==> config.mk <==
export PLATFORM = sky130hd
export DESIGN_NAME = alu_issue_stage
export DESIGN_NICKNAME = d
export VERILOG_FILES = /design/src/rtl/alu_pkg.sv /design/src/rtl/alu_pipe_reg.sv /design/src/rtl/alu_issue_stage.sv
export SDC_FILE = /design/constraint.sdc
export NUM_CORES = 1
export LEC_CHECK = 0
export CORE_UTILIZATION = 43
export DETAILED_ROUTE_END_ITERATION = 10
export PLACE_DENSITY = 0.81
export SYNTH_ARGS = -nofsm -noshare
export SYNTH_HDL_FRONTEND = slang
export SYNTH_SLANG_ARGS = --single-unit
==> constraint.sdc <==
create_clock -name clk -period 2.3 [get_ports clk]
set_input_delay 0.23 -clock clk [delete_from_list [all_inputs] [get_ports clk]]
set_output_delay 0.23 -clock clk [all_outputs]
set_load 0.02 [all_outputs]
==> src/rtl/alu_pkg.sv <==
// Shared ALU control encodings and opcode classification helpers.
// Latency: none, constants and pure functions only.
// Backpressure: not applicable.
package alu_pkg;

  localparam logic [3:0] ALU_AND = 4'b0000;
  localparam logic [3:0] ALU_OR  = 4'b0001;
  localparam logic [3:0] ALU_ADD = 4'b0010;
  localparam logic [3:0] ALU_SUB = 4'b0110;
  localparam logic [3:0] ALU_SLT = 4'b0111;
  localparam logic [3:0] ALU_NOR = 4'b1100;

  // True for the six control codes the ALU implements.
  function automatic logic is_legal_ctl(input logic [3:0] ctl);
    logic legal;
    case (ctl)
      ALU_AND, ALU_OR, ALU_ADD, ALU_SUB, ALU_SLT, ALU_NOR: legal = 1'b1;
      default:                                             legal = 1'b0;
    endcase
    return legal;
  endfunction

  // True only where signed overflow carries meaning.
  function automatic logic is_arith_ctl(input logic [3:0] ctl);
    return (ctl == ALU_ADD) || (ctl == ALU_SUB);
  endfunction

endpackage

==> src/rtl/alu_pipe_reg.sv <==
// Generic one-entry valid/ready pipeline register carrying WIDTH bits.
// Latency: 1 cycle from accept to out_valid_o.
// Backpressure: in_ready_o = empty or downstream ready, so full throughput with no bubble.
module alu_pipe_reg #(
  parameter int WIDTH = 8
) (
  input  logic             clk,
  input  logic             rst_n,
  input  logic             in_valid_i,
  output logic             in_ready_o,
  input  logic [WIDTH-1:0] in_data_i,
  output logic             out_valid_o,
  input  logic             out_ready_i,
  output logic [WIDTH-1:0] out_data_o
);

  logic             valid_q, valid_d;
  logic [WIDTH-1:0] data_q;
  logic             load;

  assign in_ready_o  = !valid_q || out_ready_i;
  assign load        = in_valid_i && in_ready_o;
  assign valid_d     = load || (valid_q && !out_ready_i);
  assign out_valid_o = valid_q;
  assign out_data_o  = data_q;

  // Valid tracks occupancy; data only moves on an accepted transfer so it holds while stalled.
  always_ff @(posedge clk or negedge rst_n) begin
    if (!rst_n) begin
      valid_q <= 1'b0;
      data_q  <= '0;
    end else begin
      valid_q <= valid_d;
      if (load) data_q <= in_data_i;
    end
  end

endmodule

==> src/rtl/alu_issue_stage.sv <==
// Two-stage issue pipeline around the ALU: S1 drives ALU inputs, S2 registers masked result/flags.
// Latency: op accepted at edge N is presented on out_* after edge N+1.
// Backpressure: in_ready is combinational from out_ready; 1 op/cycle while out_ready=1.
module alu_issue_stage
  import alu_pkg::*;
#(
  parameter int TAG_W = 4,
  parameter int CNT_W = 16
) (
  input  logic             clk,
  input  logic             rst_n,
  input  logic             in_valid,
  output logic             in_ready,
  input  logic [31:0]      in_a,
  input  logic [31:0]      in_b,
  input  logic [3:0]       in_ctl,
  input  logic [TAG_W-1:0] in_tag,
  output logic [31:0]      alu_a,
  output logic [31:0]      alu_b,
  output logic [3:0]       alu_ctl,
  input  logic [31:0]      alu_result,
  input  logic             alu_zero,
  input  logic             alu_overflow,
  output logic             out_valid,
  input  logic             out_ready,
  output logic [31:0]      out_result,
  output logic             out_zero,
  output logic             out_overflow,
  output logic             out_illegal,
  output logic [TAG_W-1:0] out_tag,
  output logic [CNT_W-1:0] ovf_count
);

  typedef struct packed {
    logic [31:0]      a;
    logic [31:0]      b;
    logic [3:0]       ctl;
    logic             legal;
    logic [TAG_W-1:0] tag;
  } s1_t;

  typedef struct packed {
    logic [31:0]      result;
    logic             zero;
    logic             overflow;
    logic             illegal;
    logic [TAG_W-1:0] tag;
  } s2_t;

  localparam logic [CNT_W-1:0] CNT_MAX = '1;

  s1_t              s1_d, s1_q;
  s2_t              s2_d, s2_q;
  logic             s1_valid, s2_valid, s2_free, s2_load;
  logic [CNT_W-1:0] ovf_cnt_q, ovf_cnt_d;

  // Legality is decoded on entry so S2 only sees a single registered bit.
  assign s1_d.a     = in_a;
  assign s1_d.b     = in_b;
  assign s1_d.ctl   = in_ctl;
  assign s1_d.legal = is_legal_ctl(in_ctl);
  assign s1_d.tag   = in_tag;

  alu_pipe_reg #(.WIDTH($bits(s1_t))) u_s1 (
    .clk        (clk),
    .rst_n      (rst_n),
    .in_valid_i (in_valid),
    .in_ready_o (in_ready),
    .in_data_i  (s1_d),
    .out_valid_o(s1_valid),
    .out_ready_i(s2_free),
    .out_data_o (s1_q)
  );

  // ALU inputs come straight from S1 so they stay stable while S1 holds.
  assign alu_a   = s1_q.a;
  assign alu_b   = s1_q.b;
  assign alu_ctl = s1_q.ctl;

  // Illegal opcodes squash result/zero; overflow only survives for ADD/SUB.
  assign s2_d.result   = s1_q.legal ? alu_result : 32'd0;
  assign s2_d.zero     = s1_q.legal && alu_zero;
  assign s2_d.overflow = alu_overflow && s1_q.legal && is_arith_ctl(s1_q.ctl);
  assign s2_d.illegal  = !s1_q.legal;
  assign s2_d.tag      = s1_q.tag;

  alu_pipe_reg #(.WIDTH($bits(s2_t))) u_s2 (
    .clk        (clk),
    .rst_n      (rst_n),
    .in_valid_i (s1_valid),
    .in_ready_o (s2_free),
    .in_data_i  (s2_d),
    .out_valid_o(s2_valid),
    .out_ready_i(out_ready),
    .out_data_o (s2_q)
  );

  assign out_valid    = s2_valid;
  assign out_result   = s2_q.result;
  assign out_zero     = s2_q.zero;
  assign out_overflow = s2_q.overflow;
  assign out_illegal  = s2_q.illegal;
  assign out_tag      = s2_q.tag;

  assign s2_load   = s1_valid && s2_free;
  assign ovf_cnt_d = (s2_load && s2_d.overflow && (ovf_cnt_q != CNT_MAX))
                     ? ovf_cnt_q + CNT_W'(1) : ovf_cnt_q;

  // Saturating count of overflowing results, counted as they enter S2.
  always_ff @(posedge clk or negedge rst_n) begin
    if (!rst_n) ovf_cnt_q <= '0;
    else        ovf_cnt_q <= ovf_cnt_d;
  end

  assign ovf_count = ovf_cnt_q;

endmodule
==> qor.csv, run 1 <==
stage,metric,value,unit
critical_path,critPathSlowestCell,clkdlybuf4s50_1,
die,die_width,116,um
clock_tree,post-cts-setup-buffer-count,0,
route,detail_route.iter0.violations,112,
synth,synth_cell_types,29,
die,initial_utilization,44.2,%
clock_tree,cts_max_path_buffers,2,
cells_and_area,antenna_cells,0,
sta,fin_crit_sh,83.7,%
sta,timing.fmax,0.520,GHz
placement,port_buffers,234,
clock_tree,root_buffer,clkbuf_16,
placement,hpwlAfterDp,9640,um
synth,avgSynthCellArea,12.0,um2
critical_path,path_cells,nand3b_1 -> clkdlybuf4s50_1,
global_routing,grt_pass1_vias,3982,
cells_and_area,fin_nets,753,
synth,ys_seq_elements,130,
sta,min_period,1.92,ns
global_routing,grt_pass1_wl,19700,um
die,num_rows,41,
critical_path,cp-end-kind,output port,
cells_and_area,layout-drive-gt1-share,18.3,%
clock_tree,insertion_delay,0.41,ns
synth,netlist_area,5580,um2
power,vdd_drop_max,490,uV
global_routing,grt_usage,19.6,%
critical_path,required,2.07,ns
global_routing,antenna_found_initial,0,
cells_and_area,final_common_cell,clkdlybuf4s50_1,
route,top_layer_used,met4,
route,routed_wl,12800,um
power,power.leakage,0.00348,uW
sta,maxSlewViolCount,0,
route,wl_met2,6500,um
clock_tree,post_cts_resized,0,
run_status,outcome,"complete, no violations",
synth,synth.yosys.seq_area_share,58.3,%
synth,synth_nets,577,
sta,slew_headroom,64.1,%
synth,ys_async_sr_fraction,100,%
sta,tightest_slew,0.539,ns
sta,timing.final.ws_setup,0.375,ns
critical_path,crit_family,buffers and inverters,
synth,synth_cells,466,
placement,post_dp_cell_area,7660,um2
die,die_area,13400,um2
critical_path,cp_slowest_stage_delay,0.67,ns
power,powerDensity,839,nW/um2
route,num_vias,3884,
cells_and_area,fill_cells,1017,
clock_tree,cts-htree-levels,4,
synth,ys.warnings.count,0,
route,final_antenna_net_count,0,
sta,worst_clock_skew,0.00364,ns
route,viasPerCell,4.70,
die,ios,235,
route,met3_length,1210,um
route,drc,0,
sta,rsz0062_at_grt,no,
cells_and_area,fin_area,8230,um2
die,die_h,116,um
clock_tree,cts_num_sinks,130,
global_routing,grt-ovfl-total,0,
sta,finalSetupViolCount,0,
cells_and_area,area.growth.synth_to_final,47.3,%
synth,synth-edff-count,0,
clock_tree,ctsHoldBuffers,1,
placement,gp_congestion,0.808,
route,met1_length,4820,um
route,wire_per_inst,15.5,um
die,coreArea,12600,um2
placement,dp_slack,0.285,ns
job,timing.max_cap.violations,0,
clock_tree,cts_tree,done,
critical_path,worstSetupStartpointType,flip-flop,
clock_tree,cts_buffers,17,
synth,synth_ff_type,dfrtp_1,
min_path,hold_path.class,in -> async,
cells_and_area,layout_common_cells,"clkdlybuf4s50_1 (233), dfrtp_1 (130), mux2_2 (79), nand2_1 (76), o21ai_0 (35)",
global_routing,grt_max_degree,61,
critical_path,cp.arrival,1.69,ns
critical_path,cp_max_fo,5,
sta,fin_setup_tns,0,ns
sta,finalHoldViolations,0,
clock_tree,clk_pin_slew,0.05,ns
route,first_pass_iters,4,
critical_path,cp.buffers_inverters,1,
critical_path,crit_type,reg -> out,
## synth_stat cells (7+ instances only)
cell	instances	area share, %
mux2_2	79	16
xor2_1	9	1.4
buf_4	68	9.1
o21ai_0	35	3.1
clkbuf_1	12	0.81
nand2_1	78	5.2
nor2_1	11	0.74
dfrtp_1	130	58
nand3_1	7	0.63
buf_2	7	0.63
## metrics by stage
| step | total power (uW) | hold WS (ns) | std cells | util (%) |
|---|---|---|---|---|
| finish | 6910 | 0.366 | 827 | 65.2 |
| global route | 7230 | 0.383 | 827 | 65.2 |
| floorplan | 3760 | -0.0656 | 466 | - |
| CTS | 7000 | 0.366 | 827 | 65.2 |
| detailed placement | 4480 | 0.254 | 794 | 60.7 |
| global placement | 4420 | 0.244 | 794 | 60.7 |
## power by group
| group | total [uW] | internal (uW) | switching (uW) | leakage [uW] |
|---|---|---|---|---|
| clock | 2490 | 1590 | 893 | 0.000275 |
| sequential | 2750 | 2590 | 162 | 0.00161 |
| combinational | 1670 | 888 | 779 | 0.00160 |
| total | 6910 | 5070 | 1830 | 0.00348 |
## sequential cells by signal, indices dropped and copies added (netlist names)
| name | cells |
|---|---|
| u_s1.out_valid_o | 1 |
| u_s2.out_valid_o | 1 |
| u_s1.out_data_o | 73 |
| u_s2.out_data_o | 39 |
| ovf_count | 16 |
## routing by layer
layer,up-vias,track usage [%]
met2,165,33.5
met1,1859,21.3
met5,-,0
met4,0,9.23
li1,1838,-
met3,22,7.64
## path summary, 6_finish.rpt
path | startpoint | to | slack (ns) | cells past startpoint
worst max-delay path | u_s1.out_valid_o | in_ready | 0.38 | 2
worst min-delay path | rst_n | u_s1.out_data_o[35] | 0.37 | 2
worst max register to register | ovf_count[0] | ovf_count[10] | 0.39 | 6
worst min register to register | u_s2.out_data_o[32] | u_s2.out_data_o[32] | 0.47 | 2
max in group asynchronous | rst_n | u_s2.out_data_o[16] | 1.22 | 3
min in group clk | alu_result[24] | u_s2.out_data_o[31] | 0.38 | 3
## cell type report
class / count / area [um2] / share of cell area (%)
inverter: 3 / 11.3 / 0.137
timing repair buffer: 244 / 2450 / 29.8
clock inverter: 5 / 50.0 / 0.608
sequential: 130 / 3250 / 39.5
clock buffer: 27 / 503 / 6.11
multi-input combinational: 246 / 1740 / 21.1
tap: 172 / 215 / 2.62
## cells by family (layout without fill, tap and decap cells)
kind of cell	after synthesis	after routing	synth area share (%)
compound gates	41	41	4.12
xor+xnor	12	12	1.88
fa+ha+maj	1	1	0.224
buf+inv	90	279	10.8
flops	130	130	58.3
mux	80	80	16.1
simple gates	112	112	8.60
(Power assumes the default switching activity.)
==> run 2: changes to the inputs <==
==> constraint.sdc (replaced) <==
create_clock -name clk -period 1.84 [get_ports clk]
set_input_delay 0.184 -clock clk [delete_from_list [all_inputs] [get_ports clk]]
set_output_delay 0.184 -clock clk [all_outputs]
set_load 0.02 [all_outputs]
==> qor.csv, run 2 (same netlist as run 1, synthesis figures left out) <==
stage,metric,value,unit,change
run_status,outcome,"complete, no violations",,
route,wire_per_inst,15.3,um,-1.4%
sta,fin_crit_sh,95.2,%,
sta,finalHoldViolations,0,,unchanged
placement,port_buffers,234,,unchanged
clock_tree,cts_buffers,17,,unchanged
placement,dp.cells,804,,+1.3%
route,wl_met2,6670,um,+2.7%
cells_and_area,fin_nets,763,,+1.3%
cells_and_area,layout-drive-gt1-share,20.1,%,+1.7 points
route,drc,0,,unchanged
placement,gp_congestion,0.757,,-6.3%
route,viasPerCell,4.78,,+1.7%
cells_and_area,layout_common_cells,"clkdlybuf4s50_1 (232), dfrtp_1 (128), mux2_2 (79), nand2_1 (76), o21ai_0 (35)",,
cells_and_area,fill_cells,974,,-4.2%
route,met1_length,4740,um,-1.7%
cells_and_area,fin_cells,835,,+0.97%
global_routing,grt-ovfl-total,0,,unchanged
sta,tightest_slew,0.377,ns,-0.163 ns
sta,holdWs,0.197,ns,-0.168 ns
critical_path,required,2.12,ns,+0.05 ns
critical_path,worstSetupStartpointType,flip-flop,,
min_path,hold_path.class,in -> async,,
critical_path,crit_family,simple AND/OR/NAND/NOR gates,,
cells_and_area,final_common_cell,clkdlybuf4s50_1,,
route,num_vias,3990,,+2.7%
sta,min_period,1.75,ns,
cells_and_area,area.growth.synth_to_final,49.0,%,
critical_path,crit_type,reg -> reg,,
critical_path,cp_max_fo,6,,+1
critical_path,reg2reg_slack,0.09,ns,-0.30 ns
critical_path,r2r-start,ovf_count[14],,
critical_path,worstReg2RegEnd,ovf_count[1],,
job,timing.max_cap.violations,0,,unchanged
global_routing,grt_usage,19.5,%,-0.073 points
global_routing,grt_pass1_wl,19800,um,+0.28%
clock_tree,insertion_delay,0.40,ns,about the same
clock_tree,clk_pin_slew,0.05,ns,about the same
critical_path,cp.arrival,2.03,ns,+0.34 ns
die,num_rows,41,,unchanged
route,routed_wl,12800,um,-0.44%
die,die_area,13400,um2,unchanged
route,final_antenna_net_count,0,,unchanged
global_routing,grt_max_degree,62,,+1.6%
critical_path,path_cells,nand3_1 -> or4_4 -> o21ai_4 -> mux2_1,,
critical_path,cp_slowest_stage_delay,0.48,ns,-0.19 ns
route,met3_length,1120,um,-7.3%
sta,rsz0062_at_grt,no,,
sta,timing.fmax,0.571,GHz,
power,vdd_drop_max,588,uV,+20%
clock_tree,cts_tree,done,,
route,first_pass_iters,4,,unchanged
clock_tree,cts-htree-levels,4,,unchanged
die,die_width,116,um,unchanged
critical_path,critPathSlowestCell,or4_4,,
sta,finalSetupViolCount,0,,unchanged
clock_tree,cts_num_sinks,130,,unchanged
global_routing,grt_pass1_vias,4099,,+2.9%
sta,slew_headroom,74.9,%,+11 points
die,coreArea,12600,um2,unchanged
clock_tree,cts_max_path_buffers,2,,unchanged
sta,maxSlewViolCount,0,,unchanged
power,powerDensity,1020,nW/um2,+22%
critical_path,cp-end-kind,flip-flop,,
cells_and_area,largest_reg_flops,73,,unchanged
route,top_layer_used,met4,,
power,power.leakage,0.00353,uW,+1.3%
die,ios,235,,unchanged
sta,worst_clock_skew,0.00666,ns,+0.00302 ns
die,initial_utilization,44.2,%,unchanged
critical_path,cp.buffers_inverters,0,,-1
route,detail_route.iter0.violations,146,,+30%
global_routing,antenna_found_initial,0,,unchanged
placement,hpwlAfterDp,9650,um,about the same
clock_tree,root_buffer,clkbuf_16,,
cells_and_area,antenna_cells,0,,unchanged
die,die_h,116,um,unchanged
critical_path,r2r_cells,4,,-2
run 2: stage by stage:
stage	util [%]	total power, uW	worst slack (ns)	cell area [um2]	setup TNS, ns
after global placement	61.7	5550	-0.00957	7780	-0.00957
after global routing	65.9	8900	0.00586	8320	0
after floorplan	-	4700	0.0131	5590	0
after detailed placement	61.7	5620	-0.0195	7780	-0.0195
final	65.9	8520	0.0880	8320	0
after CTS	65.9	8630	0.0561	8310	0
run 2: layer usage:
metal  track usage, %  up-vias
li1                 -     1859
met1             20.3     1944
met2             35.1      165
met3             6.96       22
met4             8.80        0
met5                0        -
run 2: worst max-delay path by stage:
stage | to | slack [ns] | startpoint | cells after the start
floorplan | ovf_count[1] | 0.01 | ovf_count[10] | 4
global placement | ovf_count[12] | -0.01 | alu_overflow | 5
detailed placement | ovf_count[12] | -0.02 | alu_overflow | 5
CTS | ovf_count[10] | 0.06 | ovf_count[1] | 6
global route | ovf_count[1] | 0.006 | ovf_count[14] | 4
finish | ovf_count[1] | 0.09 | ovf_count[14] | 4
run 2: final cells by class:
type	count	area, um2	area share, %
Tap cell	172	215	2.59
Timing Repair Buffer	254	2570	30.9
Clock inverter	7	62.6	0.752
Multi-Input combinational cell	246	1750	21.0
Clock buffer	23	458	5.51
Sequential cell	130	3260	39.1
Inverter	3	11.3	0.135
run 2: what timing repair did:
action | 4_1_cts | 5_1_grt
hold buffers | 1 | 0
setup buffers | 0 | 0
endpoints found under the setup margin | 1 | 3
endpoints found under the hold margin | 130 | 0
gates resized for setup | 1 | 1
pin swaps | 0 | 1
run 2: where the power goes:
group	total, uW	switching, uW	internal, uW
Clock	2970	1100	1860
Sequential	3430	192	3240
Combinational	2120	988	1140
==> run 3: changes to the inputs <==
--- a/config.mk
+++ b/config.mk
@@ -7,6 +7,7 @@
 export LEC_CHECK = 0
 export CORE_UTILIZATION = 43
 export DETAILED_ROUTE_END_ITERATION = 10
+export GPL_TIMING_DRIVEN = 0
 export PLACE_DENSITY = 0.81
 export SYNTH_ARGS = -nofsm -noshare
 export SYNTH_HDL_FRONTEND = slang
==> qor.csv, run 3 (same netlist as run 1, synthesis figures left out) <==
stage,metric,value,unit,change
route,routed_wl,13700,um,+6.8%
route,drc,0,,unchanged
critical_path,r2r_cells,6,,+2
critical_path,worstSetupStartpointType,flip-flop,,
placement,gp_congestion,0.810,,+6.9%
sta,slew_headroom,64.4,%,-11 points
route,first_pass_iters,5,,+1
critical_path,crit_type,reg -> reg,,
run_status,outcome,"complete, no violations",,
min_path,hold_path.class,in -> async,,
cells_and_area,final_common_cell,clkdlybuf4s50_1,,
clock_tree,cts_buffers,17,,unchanged
route,detail_route.iter0.violations,172,,+18%
placement,post_dp_cell_area,8180,um2,+5.1%
cells_and_area,fill_cells,926,,-4.9%
die,die_area,13400,um2,unchanged
route,viasPerCell,4.65,,-2.7%
critical_path,cp_max_fo,6,,unchanged
global_routing,grt-ovfl-total,0,,unchanged
power,power.leakage,0.00386,uW,+9.5%
critical_path,required,2.13,ns,about the same
global_routing,grt_pass1_vias,4344,,+6.0%
power,powerDensity,1020,nW/um2,-0.69%
global_routing,antenna_found_initial,0,,unchanged
die,die_width,116,um,unchanged
critical_path,crit_end,ovf_count[4],,
placement,dp_slack,-0.201,ns,-0.181 ns
global_routing,grt_max_degree,78,,+26%
cells_and_area,largest_reg_flops,73,,unchanged
cells_and_area,fin_area,8890,um2,+6.9%
clock_tree,insertion_delay,0.41,ns,about the same
clock_tree,clk_pin_slew,0.05,ns,about the same
sta,finalHoldViolations,0,,unchanged
clock_tree,cts_tree,done,,
sta,timing.fmax,0.557,GHz,-2.4%
placement,port_buffers,234,,unchanged
sta,finalSetupViolCount,0,,unchanged
die,ios,235,,unchanged
route,final_antenna_net_count,0,,unchanged
sta,holdWs,0.318,ns,+0.120 ns
critical_path,cp.arrival,2.09,ns,+0.06 ns
global_routing,grt_usage,21.0,%,+1.5 points
critical_path,cp-end-kind,flip-flop,,
cells_and_area,fin_nets,842,,+10%
global_routing,grt_pass1_wl,21300,um,+7.6%
sta,fin_crit_sh,97.6,%,+2.3 points
sta,min_period,1.80,ns,+0.0430 ns
critical_path,r2r-start,ovf_count[10],,
clock_tree,root_buffer,clkbuf_16,,
die,coreArea,12600,um2,unchanged
clock_tree,cts_max_path_buffers,2,,unchanged
sta,timing.final.ws_setup,0.0450,ns,-0.0430 ns
sta,tightest_slew,0.534,ns,+0.158 ns
sta,worst_clock_skew,0.00395,ns,-0.00272 ns
clock_tree,cts-htree-levels,4,,unchanged
placement,hpwlAfterDp,10200,um,+5.7%
clock_tree,cts_num_sinks,130,,unchanged
route,wire_per_inst,14.9,um,-2.6%
cells_and_area,antenna_cells,0,,unchanged
cells_and_area,layout-drive-gt1-share,27.8,%,+7.8 points
critical_path,crit_start,ovf_count[10],,
sta,maxSlewViolCount,0,,unchanged
cells_and_area,post-route-util,70.4,%,+4.5 points
route,num_vias,4260,,+6.8%
cells_and_area,area.growth.synth_to_final,59.2,%,
power,vdd_drop_max,586,uV,-0.26%
die,num_rows,41,,unchanged
die,die_h,116,um,unchanged
cells_and_area,layout_common_cells,"clkdlybuf4s50_1 (232), dfrtp_1 (126), mux2_2 (79), buf_4 (78), nand2_1 (77)",,
critical_path,worstReg2RegEnd,ovf_count[4],,
job,timing.max_cap.violations,0,,unchanged
die,initial_utilization,44.2,%,unchanged
critical_path,reg2reg_slack,0.04,ns,-0.04 ns
[run 3: changes by cell type in the layout (fill, tap and decap cells not counted), moves of 2 or more]
cell	delta
buf_12	-6
buf_2	+4
buf_4	+64
clkbuf_1	+11
clkbuf_4	+3
clkbuf_8	+5
clkinv_2	-2
dfrtp_1	-2
dfrtp_2	+2
[run 3: final cells by class]
type | instances | area [um2] | share of cell area [%]
Sequential cell | 130 | 3260 | 36.7
Timing Repair Buffer | 246 | 2460 | 27.7
Multi-Input combinational cell | 246 | 1780 | 20.0
Buffer | 87 | 599 | 6.74
Clock buffer | 28 | 527 | 5.93
Tap cell | 172 | 215 | 2.42
Clock inverter | 4 | 45.0 | 0.507
Inverter | 3 | 11.3 | 0.127
[run 3: how the worst min path moves through the flow]
stage | endpoint | slack [ns] | cells after the start
floorplan | ovf_count[0] | -0.11 | 0
global placement | u_s2.out_data_o[7] | 0.47 | 2
detailed placement | u_s1.out_data_o[41] | 0.17 | 1
CTS | u_s2.out_data_o[30] | 0.31 | 3
global route | u_s2.out_data_o[33] | 0.34 | 3
finish | u_s1.out_data_o[41] | 0.32 | 2
[run 3: per-layer routing]
layer | vias to the layer above | share of wire (%) | track usage (%)
met5 | - | 0 | 0
met2 | 175 | 51 | 36.0
met4 | 0 | 1.8 | 8.89
li1 | 2021 | - | -
met1 | 2043 | 39 | 23.3
met3 | 21 | 8.7 | 8.26
[run 3: worst max-delay path, cell delays in order (launching register included)]
cell and delay [ns]:
dfrtp_1 0.42, nand3_2 0.10, or4_4 0.60, o21ai_4 0.24, buf_4 0.15, nor2_1 0.04, xor2_1 0.13
[run 3: metrics by stage]
step                      cells  setup TNS, ns  power, uW
after floorplan             466              0       4700
after detailed placement    873         -10.26       5890
final                       916              0       9040
after global routing        916        -0.0294       9480
after global placement      872        -574.66       5820
after CTS                   906              0       9130
[run 3: timing repair]
item	in CTS	in global routing
hold buffers	1	0
setup endpoints to repair	0	21
gates resized for setup	0	14
endpoints found under the hold margin	53	0
buffers inserted	0	10
[run 3: power by group]
part | switching [uW] | leakage [uW] | internal, uW
sequential | 201 | 0.00161 | 3240
combinational | 1050 | 0.00197 | 1380
clock | 1120 | 0.000284 | 2070
